<file path="src/rtl/bus_slot_arbiter.sv">
// Time-sliced shared-bus arbiter: one bus cycle of CYCLE_LEN clocks per grant,
// fixed-priority channel PRIO_CH, round-robin among the remaining channels.
module bus_slot_arbiter #(
  parameter int unsigned NUM_CH     = 4,
  parameter int unsigned ADDR_WIDTH = 17,
  parameter int unsigned DATA_WIDTH = 8,
  parameter int unsigned CYCLE_LEN  = 4,
  parameter int unsigned PRIO_CH    = 0
) (
  input  logic                         clk_sys_i,
  input  logic                         reset_i,
  input  logic [NUM_CH-1:0]            req_valid_i,
  output logic [NUM_CH-1:0]            req_ready_o,
  input  logic [NUM_CH*ADDR_WIDTH-1:0] req_addr_i,
  input  logic [NUM_CH*DATA_WIDTH-1:0] req_data_i,
  input  logic [NUM_CH-1:0]            req_rw_ni,
  output logic [NUM_CH-1:0]            rsp_valid_o,
  output logic [DATA_WIDTH-1:0]        rsp_data_o,
  output logic [NUM_CH-1:0]            grant_o,
  output logic [ADDR_WIDTH-1:0]        bus_addr_o,
  output logic                         bus_addr_oe,
  input  logic [DATA_WIDTH-1:0]        bus_data_i,
  output logic [DATA_WIDTH-1:0]        bus_data_o,
  output logic                         bus_data_oe,
  output logic                         bus_rw_no,
  output logic                         ram_we_o
);

  localparam int unsigned IDX_W = (NUM_CH > 1) ? $clog2(NUM_CH) : 1;
  localparam int unsigned PH_W  = $clog2(CYCLE_LEN);
  localparam logic [PH_W-1:0]  PH_LAST  = PH_W'(CYCLE_LEN - 1);
  localparam logic [PH_W-1:0]  WE_FIRST = PH_W'(2);
  localparam logic [PH_W-1:0]  WE_LAST  = PH_W'(CYCLE_LEN - 2);
  localparam logic [IDX_W-1:0] PRIO_IDX = IDX_W'(PRIO_CH);

  typedef enum logic {IDLE, ACTIVE} state_t;

  state_t           state, state_next;
  logic [PH_W-1:0]  phase, phase_next;
  logic [IDX_W-1:0] rr_ptr;
  logic [IDX_W-1:0] win_idx;
  logic [IDX_W-1:0] cand;
  logic [NUM_CH-1:0] win_onehot;
  logic             found;
  logic             accept;
  logic             last_phase;
  logic [ADDR_WIDTH-1:0] addr_arr [NUM_CH];
  logic [DATA_WIDTH-1:0] data_arr [NUM_CH];

  always_comb begin
    for (int unsigned n = 0; n < NUM_CH; n++) begin
      addr_arr[n] = req_addr_i[n*ADDR_WIDTH +: ADDR_WIDTH];
      data_arr[n] = req_data_i[n*DATA_WIDTH +: DATA_WIDTH];
    end
  end

  // Winner search: priority channel first, else first valid after rr_ptr
  // (wrapping back to rr_ptr itself), never landing on the priority channel.
  always_comb begin
    win_idx    = PRIO_IDX;
    found      = 1'b0;
    cand       = '0;
    win_onehot = '0;
    if (req_valid_i[PRIO_CH]) begin
      found = 1'b1;
    end else begin
      for (int unsigned i = 1; i <= NUM_CH; i++) begin
        cand = IDX_W'((32'(rr_ptr) + i) % NUM_CH);
        if (!found && cand != PRIO_IDX && req_valid_i[cand]) begin
          win_idx = cand;
          found   = 1'b1;
        end
      end
    end
    win_onehot[win_idx] = found;
  end

  always_comb begin
    last_phase  = (phase == PH_LAST);
    phase_next  = last_phase ? '0 : phase + 1'b1;
    accept      = (phase == '0) && found;
    req_ready_o = (phase == '0) ? win_onehot : '0;
    state_next  = state;
    if (phase == '0)
      state_next = found ? ACTIVE : IDLE;
  end

  always_ff @(posedge clk_sys_i) begin
    if (reset_i) begin
      state <= IDLE;
      phase <= '0;
    end else begin
      state <= state_next;
      phase <= phase_next;
    end
  end

  always_ff @(posedge clk_sys_i) begin
    if (reset_i) begin
      rr_ptr      <= PRIO_IDX;
      rsp_valid_o <= '0;
      rsp_data_o  <= '0;
      grant_o     <= '0;
      bus_addr_o  <= '0;
      bus_addr_oe <= 1'b0;
      bus_data_o  <= '0;
      bus_data_oe <= 1'b0;
      bus_rw_no   <= 1'b1;
      ram_we_o    <= 1'b0;
    end else begin
      rsp_valid_o <= '0;
      if (accept) begin
        grant_o     <= win_onehot;
        bus_addr_oe <= 1'b1;
        bus_addr_o  <= addr_arr[win_idx];
        bus_rw_no   <= req_rw_ni[win_idx];
        bus_data_oe <= !req_rw_ni[win_idx];
        bus_data_o  <= data_arr[win_idx];
        if (win_idx != PRIO_IDX)
          rr_ptr <= win_idx;
      end else if (last_phase) begin
        if (state == ACTIVE) begin
          rsp_valid_o <= grant_o;
          if (bus_rw_no)
            rsp_data_o <= bus_data_i;
        end
        grant_o     <= '0;
        bus_addr_oe <= 1'b0;
        bus_data_oe <= 1'b0;
        bus_rw_no   <= 1'b1;
      end
      ram_we_o <= (state == ACTIVE) && !bus_rw_no && !accept
                  && (phase_next >= WE_FIRST) && (phase_next <= WE_LAST);
    end
  end

endmodule

</file>
<file path="config.mk">
export PLATFORM = sky130hd
export DESIGN_NAME = bus_slot_arbiter
export DESIGN_NICKNAME = d
export VERILOG_FILES = /design/src/rtl/bus_slot_arbiter.sv
export SDC_FILE = /design/constraint.sdc
export NUM_CORES = 1
export LEC_CHECK = 0
export CORE_MARGIN = 5
export CORE_UTILIZATION = 45
export CTS_CLUSTER_SIZE = 20
export DETAILED_ROUTE_END_ITERATION = 7
export DONT_BUFFER_PORTS = 1
export HOLD_SLACK_MARGIN = 0.02
export MAX_ROUTING_LAYER = met4
export PLACE_DENSITY_LB_ADDON = 0.12
export SYNTH_ARGS = -nofsm -noshare
export SYNTH_HDL_FRONTEND = slang
export SYNTH_SLANG_ARGS = --single-unit
</file>
<file path="constraint.sdc">
create_clock -name clk_sys_i -period 3.9 [get_ports clk_sys_i]
set_input_delay 0.585 -clock clk_sys_i [delete_from_list [all_inputs] [get_ports clk_sys_i]]
set_output_delay 0.585 -clock clk_sys_i [all_outputs]
set_load 0.03 [all_outputs]
</file>
* Word level (Yosys, flattened, before mapping)
Index checks and enable logic that the tools add are counted.
** Word-level totals
- Bits in registers :: 50
- Bits of input ports :: 118
- Output and inout bits :: 49
- Word-level logic and storage cells :: 102
** Cells by class
- Add/sub/neg operators :: 5
- Magnitude comparators :: 9
- Equality and inequality tests :: 1
- Mux-type cells :: 41
- Bitwise gates (word level) :: 5
- Reduce and logical (&&, ||, !) cells :: 29
** Operators by type and width (count)
- $bmux 17 s2 :: 1
- $mux 17 :: 2
- $mux 1 :: 20
- $bmux 8 s2 :: 1
- $mux 8 :: 2
- $lt 2x3->1 const B :: 5
- $logic_and 1x1->1 :: 13
- $mux 2 :: 6
- $mux 4 :: 3
- $reduce_bool 2->1 :: 6
- $bmux 1 s2 :: 5
- $add 2x1->2 const B :: 3
- $logic_not 1->1 :: 6
- $add 2x2->2 const B :: 2
- $and 4x4->4 :: 1
- $reduce_and 4->1 :: 1
- $reduce_or 4->1 :: 1
- $ge 3x3->1 const B :: 1
- $not 1->1 :: 3
- $not 2->3 :: 1
- $demux 1 s2 :: 1
- $eq 2x2->1 const B :: 1
- $ge 2x1->1 const B :: 1
- $ge 2x2->1 const B :: 1
- other kinds (3) :: 3

* Longest topological paths before layout
Gate-level depths: netlist (run 1).
- Depth after elaboration :: 27
- Mapped depth :: 13
- Depth with buffers taken out :: 8

* Worst setup path before layout (run 1)
No wires, ideal clock.
- Path kind :: register -> output
- Start :: register rr_ptr[0]
- End :: output req_ready_o[0]
- Data arrival time :: 3.014 ns
- Data required time :: 3.315 ns
- Path slack :: 0.301 ns
- Cell stages (with the launch flop) :: 11
- Buffers on the path :: 3
- Cell sequence :: dfxtp_1 buf_2 inv_1 ha_1 buf_6 mux2i_1 and4_1 a41o_1 o41a_1 buf_1 nor3_1
** Between the ends
- Cells in the longest elaborated chain, start to end :: 27
- Elaborated cells on any way between the ends :: 46
- Classes of those cells :: add/sub (4); order compare (2); mux (24); bitwise (1); reduce/logical (15)
** RTL lines
- start, declared :: RTL line 40 : logic [IDX_W-1:0] rr_ptr;
- start signal, assigned :: RTL line 120 : rr_ptr <= win_idx;
- $add 2x1->2 :: RTL line 68 : cand = IDX_W'((32'(rr_ptr) + i) % NUM_CH);
- $bmux 1 s2 :: RTL line 69 : if (!found && cand != PRIO_IDX && req_valid_i[cand]) begin
- $mux 1 (implied by the code) :: RTL line 69
- $logic_and 1x1->1 :: RTL line 69
- $mux 1 :: RTL line 69
- $mux 1 :: RTL line 64 : if (req_valid_i[PRIO_CH]) begin
- $logic_not 1->1 :: RTL line 69
- $logic_and 1x1->1 (2 in series) :: RTL line 69
- (+10 left out)
- $mux 2 :: RTL line 69
- $mux 2 :: RTL line 64
- $lt 2x3->1 (implied by the code) or $ge 2x1->1 (tied branches) :: RTL line 75 : win_onehot[win_idx] = found;
- $logic_and 1x1->1 (implied by the code) :: RTL line 75
- $mux 1 (implied by the code) :: RTL line 75
- $demux 1 s2 :: RTL line 75
- $and 4x4->4 (no source line) (*)
- $mux 4 (*) :: RTL line 82 : req_ready_o = (phase == '0) ? win_onehot : '0;
- end, declared :: RTL line 13 : output logic [NUM_CH-1:0] req_ready_o,
Mark *: on every way between the ends. The rest lies on a longest branch, timed or not. The select of a mux whose other input is x is not followed.

* Final worst setup path (run 1)
- Start :: register rr_ptr[0]
- End :: output req_ready_o[3]
Same word-level chain as after synthesis.

==> results of run 1 <==
## worst paths after layout
check             cells past startpoint      start             end  slack [ns]
setup / recovery                      8  rr_ptr[0]  req_ready_o[3]        0.15
hold / removal                        1    reset_i     bus_addr_oe        0.34
setup reg to reg                      9  rr_ptr[0]   bus_data_o[5]        0.67
hold reg to reg                       1   phase[0]        phase[0]        0.45
## layout make-up
class                      count  area, um^2  area share, %
clock inverter                 1        30.0           1.03
clock buffer                   7        76.3           2.63
antenna                        1        2.50         0.0862
multi-input combinational    162        1600           55.2
timing repair buffer           9        71.3           2.46
sequential                    50        1000           34.5
inverter                       7        26.3          0.905
tap                           75        93.8           3.23
## registers in the layout (all words and copies together), names as in the netlist
register     flops
bus_addr_o      17
bus_addr_oe      1
bus_data_o       8
bus_data_oe      1
bus_rw_no        1
grant_o          4
phase            2
ram_we_o         1
rr_ptr           2
rsp_data_o       8
rsp_valid_o      4
state            1
## per-stage QoR
| step | setup WS (ns) | cells |
|---|---|---|
| after global placement | 0.486 | 303 |
| after detailed placement | 0.472 | 303 |
| after floorplan | 0.301 | 238 |
| after CTS | 0.136 | 311 |
| after global routing | 0.0151 | 312 |
| final | 0.150 | 312 |
## worst max-delay path, stage by stage (launching register included)
cell	delay (ns)
dfxtp_1	0.33
inv_1	0.08
ha_1	0.49
mux2_2	0.39
a221o_1	0.42
a211oi_1	0.25
o41a_1	0.28
buf_4	0.25
and3_1	0.40
## kinds of logic (layout without fill, tap and decap cells)
| logic type | after synthesis | count (layout) | share of synthesized area, % |
|---|---|---|---|
| multiplexers | 41 | 41 | 26.8 |
| AND/OR/NAND/NOR | 63 | 63 | 12.6 |
| buffers and inverters | 26 | 24 | 5.00 |
| flip-flops | 50 | 50 | 36.7 |
| AO/OA/AOI/OAI | 52 | 52 | 16.1 |
| other | 0 | 1 | 0 |
| adder cells (fa/ha/maj) | 6 | 6 | 2.75 |
## cells in the mapped netlist, drive strengths merged, types with 3 or more instances
library cell,n
dfxtp,50
a22o,27
mux4,25
nand2,19
buf,10
mux2i,10
clkbuf,9
nor2,8
inv,7
and4,6
ha,6
mux2,6
nand3,6
nor3,5
and3,4
nor2b,4
nor3b,4
o21a,4
a21oi,3
a22oi,3
nand2b,3
## timing repair
item	CTS	global route
endpoints found under the setup margin	0	3
buffers inserted	0	0
resized for setup	0	3
## routing by layer
metal | vias up | global-route usage [%]
li1 | 920 | -
met1 | 953 | 19.6
met2 | 97 | 32.3
met3 | 10 | 4.33
met4 | 0 | 6.83
met5 | - | -
## placed cells by master (no fill, tap or decap), drive strengths merged, types with 2 or more instances in the layout
| master | count |
|---|---|
| nor3 | 5 |
| nor2 | 8 |
| clkbuf | 7 |
| nor2b | 4 |
| and4 | 6 |
| nor3b | 4 |
| a22oi | 3 |
| mux2i | 10 |
| o21a | 4 |
| o31ai | 2 |
| o21ai | 2 |
| a21oi | 3 |
| inv | 7 |
| nand2b | 3 |
| and2 | 2 |
| a22o | 27 |
| nand3 | 6 |
| and3 | 4 |
| dfxtp | 50 |
| ha | 6 |
| mux4 | 25 |
| mux2 | 6 |
| buf | 9 |
| nand2 | 19 |
## power groups by stage
stage | Clock (W) | Sequential (W) | Combinational [W]
finish | 0.000354 | 0.00100 | 0.00114
global route | 0.000391 | 0.00102 | 0.00124
CTS | 0.000368 | 0.00101 | 0.00114
detailed placement | 0 | 0.00102 | 0.00112
global placement | 0 | 0.00102 | 0.00112
floorplan | 0 | 0.000982 | 0.000997
==> qor.csv, run 1 <==
stage;metric;value;unit
routing;viasPerCell;6.35;
cts;cts_tree;yes;
pwr;clkPwrFrac;14.2;%
die;die_w;87.9;um
cts;cts_buffers;5;
global_route;gr-usage-all-layers;18.2;%
final_layout;final_core_util;49.0;%
pwr;pwr-share-seq;40.3;%
cts;clockRootBuffer;clkbuf_8;
pwr;p_sw;0.00108;W
sta;period_share;96.2;%
final_layout;fillers;527;
sta;final-setup-viol-count;0;
routing;ant_nets;0;
routing;wirelength;7260;um
yosys;ys_warn_count;0;
routing;routed.top_layer;met4;
routing;route.met3.wl;639;um
placed_design;place_area;0.00278;mm^2
status;status;finished clean;
global_route;antenna_found_initial;1;
global_route;grt_pass1_wl;10500;um
routing;routedWlPerCell;23.3;um
critical_path;cp.required;3.31;ns
cts;htreeDepth;2;
yosys;seq_area_frac_synth;36.7;%
critical_path;cp-start-kind;flop;
yosys;synth_edf_count;0;
sta;rsz0062_at_grt;no;
routing;drt_iter0_markers;67;
cts;clock_latency;0.29;ns
cts;postCtsHoldBufs;0;
critical_path;cp_max_fo;12;
yosys;synthFlopType;dfxtp_1;
yosys;synth.distinct_cells;44;
die;coreArea;0.00592;mm^2
global_route;grt_max_degree;29;
global_route;grt_pass1_vias;2026;
die;start_util;46.1;%
die;rows;28;
worst_hold_path;hold_class;input pin to flop;
die;dieArea;0.00772;mm^2
die;die_y;87.9;um
sta;fin_tns_setup;0;ns
yosys;netlist_area;0.00273;mm^2
sta;skew;0.00563;ns
final_layout;syn_to_final_growth;6.47;%
routing;drc;0;
final_layout;stdcell_area;0.00290;mm^2
final_layout;final_nets;359;
pwr;p_leak;1.08;nW
sta;hold_slack;0.344;ns
yosys;async_reset_ff_share;0;%
yosys;synth_top_area_share;36.7;%
sta;worst_slew_pin_slew;0.659;ns
pwr;ir_worst_vdd;411;uV
pwr;finalPower;0.00250;W
yosys;syn_avg_cell_area;11.5;um^2
critical_path;cp.arrival;3.17;ns
routing;dr.pass1.iters;4;
placed_design;dp_hpwl;5590;um
pwr;p_comb_share;45.5;%
routing;wl_met2;3690;um
routing;num_vias;1980;
cts;cts.sinks;50;
yosys;synthCells;238;
pwr;sw_frac_of_total;43.3;%
pwr;powerDensity;859;mW/mm^2
routing;wl_met1;2740;um
placed_design;gp_congestion;0.780;
sta;maxSlewHeadroom;56.0;%
sta;min_period;3.75;ns
yosys;synth-seq-cells;50;
cts;cts.clk_slew.worst_paths;0.09;ns
critical_path;cp-end-kind;primary output;
flow_run;drv_cap;0;
yosys;yosys.area.top_type;dfxtp_1;
cts;cts_buffer_depth;2;
yosys;synthTopCellsByArea;dfxtp_1 (37%), mux4_2 (21%), a22o_1 (8.7%);
yosys;syn_nets;362;
sta;max_freq;0.267;GHz
sta;final_max_slew_viol_count;0;
die;ios;167;
critical_path;worstSetupPathType;flop to primary output;
pwr;p_int;0.00141;W
placed_design;io_buffers;0;
sta;final_hold_viol_count;0;
final_layout;drive_above_1_share;22.0;%
global_route;grt_overflow_total;0;
Note: power is estimated with default switching activity, not from simulation.
==> run 2, diff against run 1 <==
GPL_TIMING_DRIVEN = 0   (was not set)
SLEW_MARGIN = 20   (was not set)
==> run 2 against run 1 <==
  * Sequential share of layout area fell by 0.77 points
  * Largest cell class unchanged
  * Count of clock-buffer cells in the layout fell by 1
  * Hold slack gained 0.074 ns
  * Critical endpoint is now req_ready_o[1]
  * Core utilization rose by 1.1 points
  * Maximum frequency increased by 0.59%
  * Highest routed layer unchanged
==> qor.csv, run 2 (same netlist as run 1, synthesis figures left out) <==
stage;metric;value;unit
sta;final_hold_viol_count;0;
cts;clockRootBuffer;clkbuf_8;
final_layout;top_register;bus_addr_o;
routing;wl_met2;3780;um
pwr;powerDensity;858;mW/mm^2
global_route;grt_max_degree;16;
placed_design;place_ws;-0.153;ns
critical_path;path_cells;buf_6 > inv_1 > ha_1 > buf_6 > mux2_2 > a221o_2 > o31ai_4 > nand2_2 > buf_6 > nor3_4;
flow_run;drv_cap;0;
pwr;ir_worst_vdd;341;uV
cts;cts_tree;yes;
cts;htreeDepth;2;
routing;viasPerCell;6.18;
critical_path;r2r_slack;0.57;ns
placed_design;dp.cells;313;
critical_path;cp-start-kind;flop;
sta;final-setup-viol-count;0;
routing;num_vias;1995;
cts;cts_buffer_depth;2;
die;die_w;87.9;um
status;status;finished clean;
routing;route.met3.wl;801;um
worst_hold_path;hold_class;input pin to flop;
final_layout;layout_commonest_cell;dfxtp_1;
placed_design;io_buffers;0;
critical_path;cp_max_fo;10;
sta;skew;0.00641;ns
final_layout;regArea;0.00100;mm^2
critical_path;cp.arrival;3.14;ns
critical_path;cp_top_family;compound AO/OA/AOI/OAI gates;
final_layout;drive_above_1_share;23.8;%
final_layout;top_regs;bus_addr_o x17, bus_data_o x8, rsp_data_o x8;
placed_design;gp_congestion;0.739;
routing;wirelength;7310;um
critical_path;worstReg2RegStart;rr_ptr[0];
final_layout;largest_reg_flops;17;
die;dieArea;0.00772;mm^2
final_layout;insertedDiodeCount;0;
pwr;p_leak;1.11;nW
die;ios;167;
global_route;gr-usage-all-layers;18.6;%
routing;drt_iter0_markers;80;
cts;cts.clk_slew.worst_paths;0.09;ns
die;rows;28;
sta;min_period;3.73;ns
sta;period_share;95.6;%
routing;wl_met1;2630;um
worst_hold_path;whs_path_depth;2;
placed_design;dp_hpwl;5800;um
critical_path;r2r_cells;12;
critical_path;max_stage_delay;0.43;ns
sta;final_max_slew_viol_count;0;
die;start_util;46.1;%
cts;cts_buffers;5;
routing;drc;0;
global_route;grt_overflow_total;0;
global_route;antenna_found_initial;0;
critical_path;worstSetupPathType;flop to primary output;
global_route;grt_pass1_vias;2032;
final_layout;mostFrequentLayoutCells;dfxtp_1 (50), a22o_1 (27), mux4_2 (25), nand2_1 (18);
cts;cts.sinks;50;
sta;max_freq;0.268;GHz
pwr;finalPower;0.00255;W
final_layout;multiInputGateArea;0.00162;mm^2
sta;worst_slew_pin_slew;0.914;ns
sta;postLayoutSetupSlackWorst;0.172;ns
critical_path;cp_num_buf_inv;4;
worst_hold_path;hp-start;bus_data_i[0];
critical_path;cp_slowest_cell;a221o_2;
global_route;grt_pass1_wl;10700;um
routing;routed.top_layer;met4;
worst_hold_path;whs_endpoint;rsp_data_o[0];
routing;routedWlPerCell;22.6;um
routing;ant_nets;0;
final_layout;fillers;542;
die;die_y;87.9;um
critical_path;cp.required;3.31;ns
critical_path;crit_top_cell;buf_6;
die;coreArea;0.00592;mm^2
final_layout;syn_to_final_growth;8.90;%
cts;clock_latency;0.30;ns
cts;postCtsHoldBufs;0;
final_layout;final_nets;371;
final_layout;final_cells;323;
critical_path;rr_endpoint;bus_data_o[7];
critical_path;cp-end-kind;primary output;
sta;maxSlewHeadroom;38.7;%
routing;dr.pass1.iters;4;
run 2: how the worst max path moves through the flow:
| stage | startpoint | end | cells after the start | slack [ns] |
|---|---|---|---|---|
| 3_5_place_dp | rr_ptr[0] | req_ready_o[0] | 10 | -0.15 |
| 6_report | rr_ptr[0] | req_ready_o[1] | 10 | 0.17 |
| 3_3_place_gp | rr_ptr[0] | req_ready_o[0] | 10 | -0.17 |
| 2_1_floorplan | rr_ptr[0] | req_ready_o[0] | 10 | 0.30 |
| 5_1_grt | rr_ptr[0] | req_ready_o[1] | 10 | -0.009 |
| 4_1_cts | rr_ptr[0] | req_ready_o[3] | 10 | 0.04 |
run 2: timing repair:
action                     4_1_cts  5_1_grt
setup buffers                    1        1
pin swaps                        1        3
gates resized for setup          9        7
setup endpoints to repair        4        4
run 2: stage by stage:
step | hold slack [ns] | setup TNS (ns) | utilization (%) | cell area [um^2]
detailed placement | 0.461 | -0.396 | 47.7 | 2820
global route | 0.416 | -0.00876 | 50.2 | 2970
global placement | 0.446 | -0.399 | 47.7 | 2820
floorplan | 0.427 | 0 | - | 2730
CTS | 0.412 | 0 | 49.8 | 2950
finish | 0.419 | 0 | 50.2 | 2970
run 2: report_power, final:
group	total, W	internal [W]	switching [W]
Combinational	0.00123	0.000639	0.000595
Clock	0.000298	0.000127	0.000171
Sequential	0.00102	0.000650	0.000367
run 2: cell type report:
cell class / count / area share (%)
Timing Repair Buffer: 2 / 0.505
Clock inverter: 2 / 0.463
Buffer: 19 / 4.25
Multi-Input combinational cell: 162 / 54.6
Clock buffer: 6 / 2.44
Inverter: 7 / 0.885
Tap cell: 75 / 3.16
Sequential cell: 50 / 33.7
run 2: routing by layer:
layer  track usage, %  up-vias
li1                 -      940
met5                -        -
met4             5.16        0
met3             6.40       11
met2             31.7       87
met1             20.7      957
